### src/rtl/uart_ram_loader_pkg.sv
// Shared types and constants for the UART-to-RAM loader.
package uart_ram_loader_pkg;

  typedef enum logic [2:0] {
    StIdle,
    StStatAr,
    StStatR,
    StRxAr,
    StRxR,
    StWr,
    StWrB
  } state_e;

  localparam logic [7:0]  RxFifoOffset = 8'h00;
  localparam logic [7:0]  StatOffset   = 8'h08;
  localparam int unsigned RxValidBit   = 0;
  localparam logic [1:0]  RespOkay     = 2'b00;

endpackage

### src/rtl/uart_ram_loader.sv
// Polls a UART over AXI4-lite, packs received bytes into 32-bit words and writes them to RAM.
module uart_ram_loader
  import uart_ram_loader_pkg::*;
#(
  parameter int unsigned UART_ADDR_WIDTH = 4,
  parameter int unsigned RAM_ADDR_WIDTH  = 16,
  parameter int unsigned LEN_WIDTH       = 16
) (
  input  logic                       clk,
  input  logic                       resetn,
  input  logic                       start,
  input  logic [LEN_WIDTH-1:0]       length,
  output logic                       busy,
  output logic                       done,
  output logic                       error,
  output logic [UART_ADDR_WIDTH-1:0] m_uart_araddr,
  output logic                       m_uart_arvalid,
  input  logic                       m_uart_arready,
  input  logic [31:0]                m_uart_rdata,
  input  logic [1:0]                 m_uart_rresp,
  input  logic                       m_uart_rvalid,
  output logic                       m_uart_rready,
  output logic [RAM_ADDR_WIDTH-1:0]  m_ram_awaddr,
  output logic                       m_ram_awvalid,
  input  logic                       m_ram_awready,
  output logic [31:0]                m_ram_wdata,
  output logic [3:0]                 m_ram_wstrb,
  output logic                       m_ram_wvalid,
  input  logic                       m_ram_wready,
  input  logic [1:0]                 m_ram_bresp,
  input  logic                       m_ram_bvalid,
  output logic                       m_ram_bready
);

  state_e                    state_q, state_d;
  logic [LEN_WIDTH-1:0]      len_q, len_d;
  logic [LEN_WIDTH-1:0]      count_q, count_d;
  logic [RAM_ADDR_WIDTH-1:0] addr_q, addr_d;
  logic [31:0]               pack_q, pack_d;
  logic [3:0]                strb_q, strb_d;
  logic                      aw_done_q, aw_done_d;
  logic                      w_done_q, w_done_d;
  logic                      done_q, done_d;
  logic                      error_q, error_d;
  logic [1:0]                lane;

  assign lane = count_q[1:0];

  always_ff @(posedge clk or negedge resetn) begin
    if (!resetn) begin
      state_q   <= StIdle;
      len_q     <= '0;
      count_q   <= '0;
      addr_q    <= '0;
      pack_q    <= '0;
      strb_q    <= '0;
      aw_done_q <= 1'b0;
      w_done_q  <= 1'b0;
      done_q    <= 1'b0;
      error_q   <= 1'b0;
    end else begin
      state_q   <= state_d;
      len_q     <= len_d;
      count_q   <= count_d;
      addr_q    <= addr_d;
      pack_q    <= pack_d;
      strb_q    <= strb_d;
      aw_done_q <= aw_done_d;
      w_done_q  <= w_done_d;
      done_q    <= done_d;
      error_q   <= error_d;
    end
  end

  always_comb begin
    state_d   = state_q;
    len_d     = len_q;
    count_d   = count_q;
    addr_d    = addr_q;
    pack_d    = pack_q;
    strb_d    = strb_q;
    aw_done_d = aw_done_q;
    w_done_d  = w_done_q;
    done_d    = 1'b0;
    error_d   = error_q;

    unique case (state_q)
      StIdle: begin
        if (start) begin
          len_d   = length;
          count_d = '0;
          addr_d  = '0;
          pack_d  = '0;
          strb_d  = '0;
          error_d = 1'b0;
          if (length == '0) begin
            done_d = 1'b1;
          end else begin
            state_d = StStatAr;
          end
        end
      end
      StStatAr: begin
        if (m_uart_arready) state_d = StStatR;
      end
      StStatR: begin
        if (m_uart_rvalid) begin
          if (m_uart_rresp != RespOkay) begin
            error_d = 1'b1;
            done_d  = 1'b1;
            state_d = StIdle;
          end else if (m_uart_rdata[RxValidBit]) begin
            state_d = StRxAr;
          end else begin
            state_d = StStatAr;
          end
        end
      end
      StRxAr: begin
        if (m_uart_arready) state_d = StRxR;
      end
      StRxR: begin
        if (m_uart_rvalid) begin
          if (m_uart_rresp != RespOkay) begin
            error_d = 1'b1;
            done_d  = 1'b1;
            state_d = StIdle;
          end else begin
            pack_d[{lane, 3'b000} +: 8] = m_uart_rdata[7:0];
            strb_d[lane]                = 1'b1;
            count_d                     = count_q + 1'b1;
            if (lane == 2'd3 || count_d == len_q) begin
              state_d = StWr;
            end else begin
              state_d = StStatAr;
            end
          end
        end
      end
      StWr: begin
        // Each channel retires on its own handshake; VALID is driven from these flags only.
        aw_done_d = aw_done_q | m_ram_awready;
        w_done_d  = w_done_q | m_ram_wready;
        if (aw_done_d && w_done_d) begin
          aw_done_d = 1'b0;
          w_done_d  = 1'b0;
          state_d   = StWrB;
        end
      end
      StWrB: begin
        if (m_ram_bvalid) begin
          if (m_ram_bresp != RespOkay) begin
            error_d = 1'b1;
            done_d  = 1'b1;
            state_d = StIdle;
          end else begin
            addr_d = addr_q + RAM_ADDR_WIDTH'(4);
            pack_d = '0;
            strb_d = '0;
            if (count_q == len_q) begin
              done_d  = 1'b1;
              state_d = StIdle;
            end else begin
              state_d = StStatAr;
            end
          end
        end
      end
      default: state_d = StIdle;
    endcase
  end

  assign busy  = (state_q != StIdle);
  assign done  = done_q;
  assign error = error_q;

  assign m_uart_arvalid = (state_q == StStatAr) || (state_q == StRxAr);
  assign m_uart_araddr  = (state_q == StStatAr) ? UART_ADDR_WIDTH'(StatOffset)
                                                : UART_ADDR_WIDTH'(RxFifoOffset);
  assign m_uart_rready  = (state_q == StStatR) || (state_q == StRxR);

  assign m_ram_awvalid = (state_q == StWr) && !aw_done_q;
  assign m_ram_wvalid  = (state_q == StWr) && !w_done_q;
  assign m_ram_awaddr  = addr_q;
  assign m_ram_wdata   = pack_q;
  assign m_ram_wstrb   = strb_q;
  assign m_ram_bready  = (state_q == StWrB);

  logic unused_rdata;
  assign unused_rdata = ^m_uart_rdata[31:8];

endmodule

### config.mk
export PLATFORM = sky130hd
export DESIGN_NAME = uart_ram_loader
export DESIGN_NICKNAME = d
export VERILOG_FILES = /design/src/rtl/uart_ram_loader_pkg.sv /design/src/rtl/uart_ram_loader.sv
export SDC_FILE = /design/constraint.sdc
export NUM_CORES = 1
export LEC_CHECK = 0
export ABC_AREA = 0
export CORE_ASPECT_RATIO = 1.1
export CORE_UTILIZATION = 45
export DETAILED_ROUTE_END_ITERATION = 16
export PLACE_DENSITY_LB_ADDON = 0.3
export SETUP_SLACK_MARGIN = 0.05
export SYNTH_ARGS = -nofsm -noshare
export SYNTH_HDL_FRONTEND = slang
export SYNTH_SLANG_ARGS = --single-unit
### constraint.sdc
create_clock -name clk -period 7 [get_ports clk]
set_clock_uncertainty 0.15 [all_clocks]
set_input_delay 0.7 -clock clk [delete_from_list [all_inputs] [get_ports clk]]
set_output_delay 0.7 -clock clk [all_outputs]
set_load 0.01 [all_outputs]
* Word-level counts from Yosys, hierarchy flattened *
Cells that the tools add are included.
W data, S select, Z words.

word-level totals
  logic and storage cells = 121
  register bits = 91
  input bits = 60

operators by class
  magnitude comparators = 2
  shift-type cells = 2
  $add $sub $neg = 3
  bitwise operators = 3
  reductions and logical operators = 25
  equal/unequal tests = 22
  mux-type cells = 54

operator list
  kind                      number
  $mux W32                  5
  $pmux W32 S3              1
  $mux W16                  5
  $pmux W16 S2              2
  $bwmux W32                1
  $eq A16 B16 Y1            2
  $shift A8 B7 Y32 const A  1
  $shiftx A8 B7 Y32         1
  $mux W3                   10
  $mux W4                   6
  $pmux W3 S7               1
  $ne A2 B2 Y1 const B      10
  $mux W1                   17
  $add A16 B1 Y16 const B   1
  $add A16 B3 Y16 const B   1
  $logic_not A16 Y1         1
  $pmux W4 S3               1
  $reduce_and A6 Y1         2
  $eq A3 B3 Y1 const B      3
  $reduce_bool A3 Y1        3
  $reduce_and A4 Y1         2
  $reduce_and A8 Y1         1
  $reduce_bool A2 Y1        4
  $neg A5 Y7                1
  17 further kinds          29

* Logic depth before layout (Yosys ltp) *
Gate-level depths: netlist of run 1.

  depth in word-level cells = 8
  gate-level depth with buffers = 9
  depth with buffers taken out = 8

* Worst setup path after synthesis of run 1 *
Ideal clock, no wire load.

  path type = register -> register
  start point = reg count_q[1]
  end point = reg state_q[2]
  stages on the path, launching flop included = 9
  clock period less this slack = 2.470 ns
  buffers on the path = 1
  setup slack = 4.530 ns
  required time = 6.756 ns
  library setup time = 0.094 ns
  data arrival time = 2.226 ns
  cells stage by stage = dfrtp_1 > ha_1 > buf_2 > nand2_1 > nor4_1 > xnor2_1 > o211a_1 > or4b_1 > a221oi_2

between the ends
  longest elaborated chain between the ends = 7
  elaborated cells between the ends (all ways) = 8

RTL lines
  item                      line                    text
  start: declaration        uart_ram_loader.sv:37   logic [LEN_WIDTH-1:0] count_q, count_d;
  start signal: assignment  uart_ram_loader.sv:64   count_q <= count_d;
  $add A16 B1 Y16           uart_ram_loader.sv:131  count_d = count_q + 1'b1;
  $eq A16 B16 Y1            uart_ram_loader.sv:132  if (lane == 2'd3 || count_d == len_q) begin
  $logic_or A1 B1 Y1 (*)    uart_ram_loader.sv:132
  $mux W3 (*)               uart_ram_loader.sv:132
  $mux W3 (*)               uart_ram_loader.sv:124  if (m_uart_rresp != RespOkay) begin
  $mux W3 (*)               uart_ram_loader.sv:123  if (m_uart_rvalid) begin
  $pmux W3 S7 (*)           uart_ram_loader.sv:87   unique case (state_q)
  end signal: assignment    uart_ram_loader.sv:51   state_q <= StIdle;
  end signal: assignment    uart_ram_loader.sv:62   state_q <= state_d;
  end: declaration          uart_ram_loader.sv:35   state_e state_q, state_d;

Mark *: on every way between the ends. The rest lies on a longest branch, timed or not. The select of a mux whose other input is x is not followed.
A chain may end at the register's enable or synchronous reset.

* Final worst setup path of run 1 *
  start point = reg state_q[2]
  end point = out m_uart_rready

between the ends
  longest elaborated chain between the ends = 2
  elaborated cells between the ends (all ways) = 3

RTL lines
  item                                          line                    text
  $eq A3 B2 Y1 or $eq A3 B3 Y1 (tied branches)  uart_ram_loader.sv:180  assign m_uart_rready = (state_q == StStatR) || (state_q == StRxR);
  $logic_or A1 B1 Y1 (*)                        uart_ram_loader.sv:180
  end: declaration                              uart_ram_loader.sv:22   output logic m_uart_rready,

Mark *: on every way between the ends. The rest lies on a longest branch, timed or not.

==> impl_metrics.tcl, run 1 <==
set metrics [dict create \
    required_ns 6.15 \
    slew_headroom 0.359 \
    fillerInstances 919 \
    core_sq_um 10300 \
    clock_path_buffers 2 \
    yosys_warnings 0 \
    grt_pass1_vias 3672 \
    rr_startpoint "count_q[0]" \
    dieArea_sq_um 11000 \
    cts_tree "built" \
    grtUsageTotal 0.212 \
    numCtsBuffers 9 \
    slew_viol_final 0 \
    diodes 0 \
    reg2reg_slack_ns 3.96 \
    worstHoldPathType "in -> async" \
    gp_congestion 0.883 \
    drc_errors 0 \
    die_h_um 110 \
    dr_total_vias 3985 \
    grt_max_degree 79 \
    overflow 0 \
    holdBufCountCts 0 \
    drive_gt1_frac 0.0929 \
    insertion_delay_ns 0.34 \
    yosysUniqueCellTypes 69 \
    ios 124 \
    synth.cell_area_sq_um 4780 \
    grt_pass1_wl_um 18100 \
    fin_crit_sh 0.461 \
    ys_seq_area_frac 0.466 \
    p_leak_nw 2.50 \
    worstSetupEndpointType "primary output" \
    portBuffers 94 \
    status "finished, final reports clean" \
    r2r_end "state_q[2]" \
    finalHoldViolCount 0 \
    firstDrtPassIters 5 \
    place_inst 719 \
    p_per_area_nw_per_um2 263 \
    drv_cap 0 \
    fp.dieW_um 100 \
    postSynth.asyncResetShare 1.00 \
    cp_max_fo 22 \
    reg2reg_depth 7 \
    drt-initial-drc-count 184 \
    multi_input_area_sq_um 2390 \
    synth_area_per_cell_sq_um 9.49 \
    area_growth_pct 27.4 \
    worstSetupStartpointType "register" \
    synth_edf_count 0 \
    tightest_slew_ns 0.961 \
    startpoint "state_q[2]" \
    clockRootBuffer "clkbuf_16" \
    postCtsSetupRepairBufs 0 \
    cts.reportedPaths.clkPinSlew_ns 0.07 \
    syn_inst 503 \
    finalSetupViolCount 0 \
    ir_drop_uv 141 \
    ys_ff_latch 89 \
    postRouteAntennaNets 0 \
    register_area_sq_um 2230 \
    finalCriticalPeriod_ns 3.23 \
    initial_core_util 0.462 \
    fin_setup_tns_ns 0 \
    critPathKind "reg -> out" \
    routed_wl_um 11200 \
    critPathArrivalTime_ns 2.38 \
    antenna_found_initial 0 \
    vias_per_cell 5.42 \
    total_power_mw 1.60 \
    htree_levels 3 \
    rsz0062_at_grt "false" \
    wire_per_inst_um 15.2 \
    layout.nets 652 \
    fmax_ghz 0.310 \
    rows 39 \
    synth_ff_type "dfrtp_1" \
    hpwl_um 8140 \
    cts_sinks 89 \
    fin_cells 735 \
    post_cts_resized 0 \
]
## placed cells by master (no fill, tap or decap), types with 3 or more instances in the layout
cell type / n
a21oi_1: 18
a21oi_2: 5
a22o_1: 9
and3_1: 12
buf_4: 4
clkbuf_16: 9
clkdlybuf4s50_1: 93
conb_1: 5
dfrtp_1: 89
ha_1: 5
inv_1: 6
mux2_2: 17
nand2_1: 73
nand3_1: 15
nand4_1: 8
nor2_1: 51
nor2b_1: 6
nor3_1: 7
nor4_1: 6
o21ai_0: 30
o21ai_1: 23
or3_1: 3
xnor2_1: 16
xor2_1: 22
## metrics by stage
| stage | util | hold WS, ns | worst slack, ns | instance area (sq um) |
|---|---|---|---|---|
| 6_report | 0.588 | 0.0288 | 3.77 | 6090 |
| 5_1_grt | 0.588 | 0.0342 | 3.63 | 6090 |
| 4_1_cts | 0.588 | 0.0251 | 3.75 | 6090 |
| 3_5_place_dp | 0.559 | 0.324 | 3.97 | 5780 |
| 3_3_place_gp | 0.559 | 0.317 | 3.98 | 5780 |
| 2_1_floorplan | - | 0.254 | 4.53 | 4790 |
## Yosys cell counts, types with 3 or more instances
cell type / instances / area [sq um]
xor2_1: 22 / 193
clkbuf_1: 4 / 15.0
or3_1: 3 / 18.8
o21ai_1: 23 / 115
and3_1: 12 / 75.1
nand2_1: 73 / 274
a21oi_2: 5 / 43.8
dfrtp_1: 89 / 2230
ha_1: 5 / 62.6
buf_1: 3 / 11.3
xnor2_1: 16 / 140
buf_4: 6 / 45.0
nor2b_1: 6 / 37.5
nor4_1: 6 / 37.5
buf_2: 12 / 60.1
inv_1: 6 / 22.5
nand3_1: 15 / 75.1
nand4_1: 8 / 50.1
a22o_1: 9 / 78.8
nor3_1: 7 / 35.0
o21ai_0: 30 / 150
a21oi_1: 18 / 90.1
nor2_1: 51 / 191
mux2_2: 17 / 191
## cell type report
| type | instances | area share |
|---|---|---|
| Sequential cell | 89 | 0.366 |
| Clock buffer | 10 | 0.0393 |
| Multi-Input combinational cell | 383 | 0.392 |
| Timing Repair Buffer | 97 | 0.158 |
| Inverter | 7 | 0.00432 |
| Tap cell | 143 | 0.0294 |
| Clock inverter | 6 | 0.0109 |
## worst max-delay path by stage
stage / cells past startpoint / endpoint
3_3_place_gp: 7 / state_q[2]
5_1_grt: 3 / m_uart_rready
6_report: 3 / m_uart_rready
3_5_place_dp: 7 / state_q[2]
2_1_floorplan: 8 / state_q[2]
4_1_cts: 3 / m_uart_rready
## per-layer routing
metal	global-route usage	routed length [um]	part of all wire
met3	0.0429	503	0.045
met2	0.352	5560	0.50
met1	0.269	4900	0.44
met5	0	0	0
met4	0.0942	240	0.021
## sequential cells by signal (all words and copies together) (netlist names)
signal	count
done	1
count_q	16
error	1
m_ram_wdata	32
m_ram_awaddr	14
len_q	16
w_done_q	1
aw_done_q	1
state_q	3
m_ram_wstrb	4
## power by group
part | total (mW) | leakage, nW | internal (mW) | switching [mW]
combinational | 0.457 | 1.15 | 0.210 | 0.247
sequential | 0.655 | 1.20 | 0.576 | 0.0794
clock | 0.487 | 0.153 | 0.287 | 0.200
total | 1.60 | 2.50 | 1.07 | 0.526
## cell families (layout without fill, tap and decap cells)
kind of cell | after synthesis | count (layout) | share of synthesized area
flip-flops | 89 | 89 | 0.466
AND/OR/NAND/NOR | 206 | 206 | 0.217
adder cells (fa/ha/maj) | 5 | 5 | 0.0131
AO/OA/AOI/OAI | 110 | 110 | 0.149
buffers and inverters | 35 | 120 | 0.0388
other | 1 | 5 | 0.000785
XOR/XNOR | 39 | 39 | 0.0731
multiplexers | 18 | 18 | 0.0422
## critical path: stages (launching register included)
cell and delay (ns):
dfrtp_1 0.78, xor2_1 0.41, nor2b_1 0.28, clkdlybuf4s50_1 0.57
No activity file was read; power rests on OpenSTA's default activity.
==> run 2: changes to the inputs <==
==> constraint.sdc (replaced) <==
create_clock -name clk -period 3.1 [get_ports clk]
set_clock_uncertainty 0.15 [all_clocks]
set_input_delay 0.31 -clock clk [delete_from_list [all_inputs] [get_ports clk]]
set_output_delay 0.31 -clock clk [all_outputs]
set_load 0.01 [all_outputs]
==> run 2 against run 1 <==
Compared with the run above:
- combinational power is 140% higher
- die area stayed put
- sequential cell count stayed put
- setup slack worse by 3.4 ns
- non-clock buffer count is 9 higher
- design area is 1.7% higher
- count of clock-buffer cells in the layout is 1 lower
==> impl_metrics.tcl, run 2 (same netlist as run 1, synthesis figures left out) <==
set metrics [dict create \
    use_met2 0.383 \
    vias_per_cell 5.35 \
    post_cts_resized 0 \
    p_leak_nw 2.56 \
    cts.reportedPaths.clkPinSlew_ns 0.07 \
    dr_total_vias 3978 \
    layout_common_cells "93 x clkdlybuf4s50_1, 89 x dfrtp_1, 73 x nand2_1, 51 x nor2_1, 30 x o21ai_0" \
    cp-endpoint "m_uart_rready" \
    drt-initial-drc-count 149 \
    fmax_ghz 0.365 \
    cp_max_fo 16 \
    layout.nets 661 \
    cp_cell_sequence "xor2_1 > nor2b_1 > clkdlybuf4s50_1" \
    rr_startpoint "count_q[1]" \
    required_ns 2.64 \
    portBuffers 94 \
    total_power_mw 3.71 \
    cts_tree "built" \
    diodes 0 \
    final_area_sq_um 6190 \
    startpoint "state_q[2]" \
    grt_busiest_layer "met2" \
    worstHoldPathType "reg -> reg" \
    fillerInstances 899 \
    worstSetupStartpointType "register" \
    rows 39 \
    slew_headroom 0.541 \
    p_per_area_nw_per_um2 600 \
    clockRootBuffer "clkbuf_16" \
    worstSetupEndpointType "primary output" \
    drc_errors 0 \
    drv_cap 0 \
    numCtsBuffers 9 \
    grt_max_degree 54 \
    area_growth_pct 29.6 \
    firstDrtPassIters 4 \
    fin_setup_tns_ns 0 \
    overflow 0 \
    crit_path_max_incr_delay_ns 0.70 \
    htree_levels 3 \
    status "finished, final reports clean" \
    dieArea_sq_um 11000 \
    ir_drop_uv 292 \
    die_h_um 110 \
    grtUsageTotal 0.220 \
    grt_pass1_wl_um 19000 \
    wire_per_inst_um 15.3 \
    critPathKind "reg -> out" \
    antenna_found_initial 0 \
    drive_gt1_frac 0.105 \
    grt_pass1_vias 3989 \
    postCtsSetupRepairBufs 0 \
    insertion_delay_ns 0.35 \
    routed_wl_um 11400 \
    placed_area_sq_um 5850 \
    ios 124 \
    reg2reg_slack_ns 0.56 \
    postRouteAntennaNets 0 \
    post-place-ws_ns 0.577 \
    finalHoldViolCount 0 \
    largest_reg_flops 32 \
    critPathArrivalTime_ns 2.28 \
    fin_crit_sh 0.885 \
    hpwl_um 8320 \
    finalSetupViolCount 0 \
    fp.dieW_um 100 \
    finalCriticalPeriod_ns 2.74 \
    slew_viol_final 0 \
    setup_slack_ns 0.357 \
    grt.met3_usage 0.0422 \
    tightest_slew_ns 0.686 \
    r2r_end "state_q[2]" \
    grtUsageMet1 0.274 \
    holdBufCountCts 1 \
    cts_sinks 89 \
    crit_path_top_delay_cell "dfrtp_1" \
    core_sq_um 10300 \
    clock_path_buffers 2 \
    gp_congestion 0.887 \
    initial_core_util 0.462 \
    rsz0062_at_grt "false" \
    layout_commonest_cell "clkdlybuf4s50_1" \
    reg2reg_depth 8 \
]
run 2: changes by cell type in the layout (fill, tap and decap cells not counted), sizes merged:
cell	delta
buf	+8
bufinv	+1
clkbuf	-1
clkinv	-3
clkinvlp	+1
dlygate4sd3	+1
inv	+2
run 2: area by class of cell:
class / count / area [sq um] / share of cell area
clock buffer: 9 / 225 / 0.0364
multi-input combinational: 383 / 2390 / 0.386
timing repair buffer: 106 / 1040 / 0.169
inverter: 7 / 26.3 / 0.00425
clock inverter: 7 / 98.8 / 0.0160
tap: 143 / 179 / 0.0289
sequential: 89 / 2230 / 0.360
run 2: critical path: cells and delay by family (launching register included):
family | cells | cell delay [ns]
buf+inv | 1 | 0.58
flops | 1 | 0.70
xor+xnor | 1 | 0.37
simple gates | 1 | 0.29
run 2: report_power, final:
| group | total, mW | leakage, nW | switching (mW) | internal (mW) |
|---|---|---|---|---|
| Clock | 1.18 | 0.157 | 0.469 | 0.713 |
| Combinational | 1.08 | 1.20 | 0.587 | 0.490 |
| Sequential | 1.45 | 1.20 | 0.153 | 1.30 |
| Total | 3.71 | 2.56 | 1.21 | 2.50 |
run 2: per-layer routing:
metal | wire length, um | vias to the layer above
li1 | - | 1944
met1 | 5030 | 1930
met2 | 5710 | 92
met3 | 511 | 12
met4 | 146 | 0
met5 | 0 | -
run 2: through the flow:
stage	hold WS (ns)	std cells	util
2_1_floorplan	-0.136	507	-
4_1_cts	0.329	744	0.598
5_1_grt	0.371	744	0.598
3_3_place_gp	0.241	727	0.566
3_5_place_dp	0.247	727	0.566
6_report	0.325	744	0.598
run 2: worst min-delay path by stage:
stage	from	endpoint	slack, ns	cells past startpoint
after floorplan	resetn	aw_done_q	-0.14	0
after global placement	resetn	m_ram_wdata[1]	0.24	1
after detailed placement	resetn	m_ram_wdata[1]	0.25	1
after CTS	m_ram_wdata[28]	m_ram_wdata[28]	0.33	2
after global routing	m_ram_wdata[15]	m_ram_wdata[15]	0.37	2
final	m_ram_wdata[28]	m_ram_wdata[28]	0.32	2
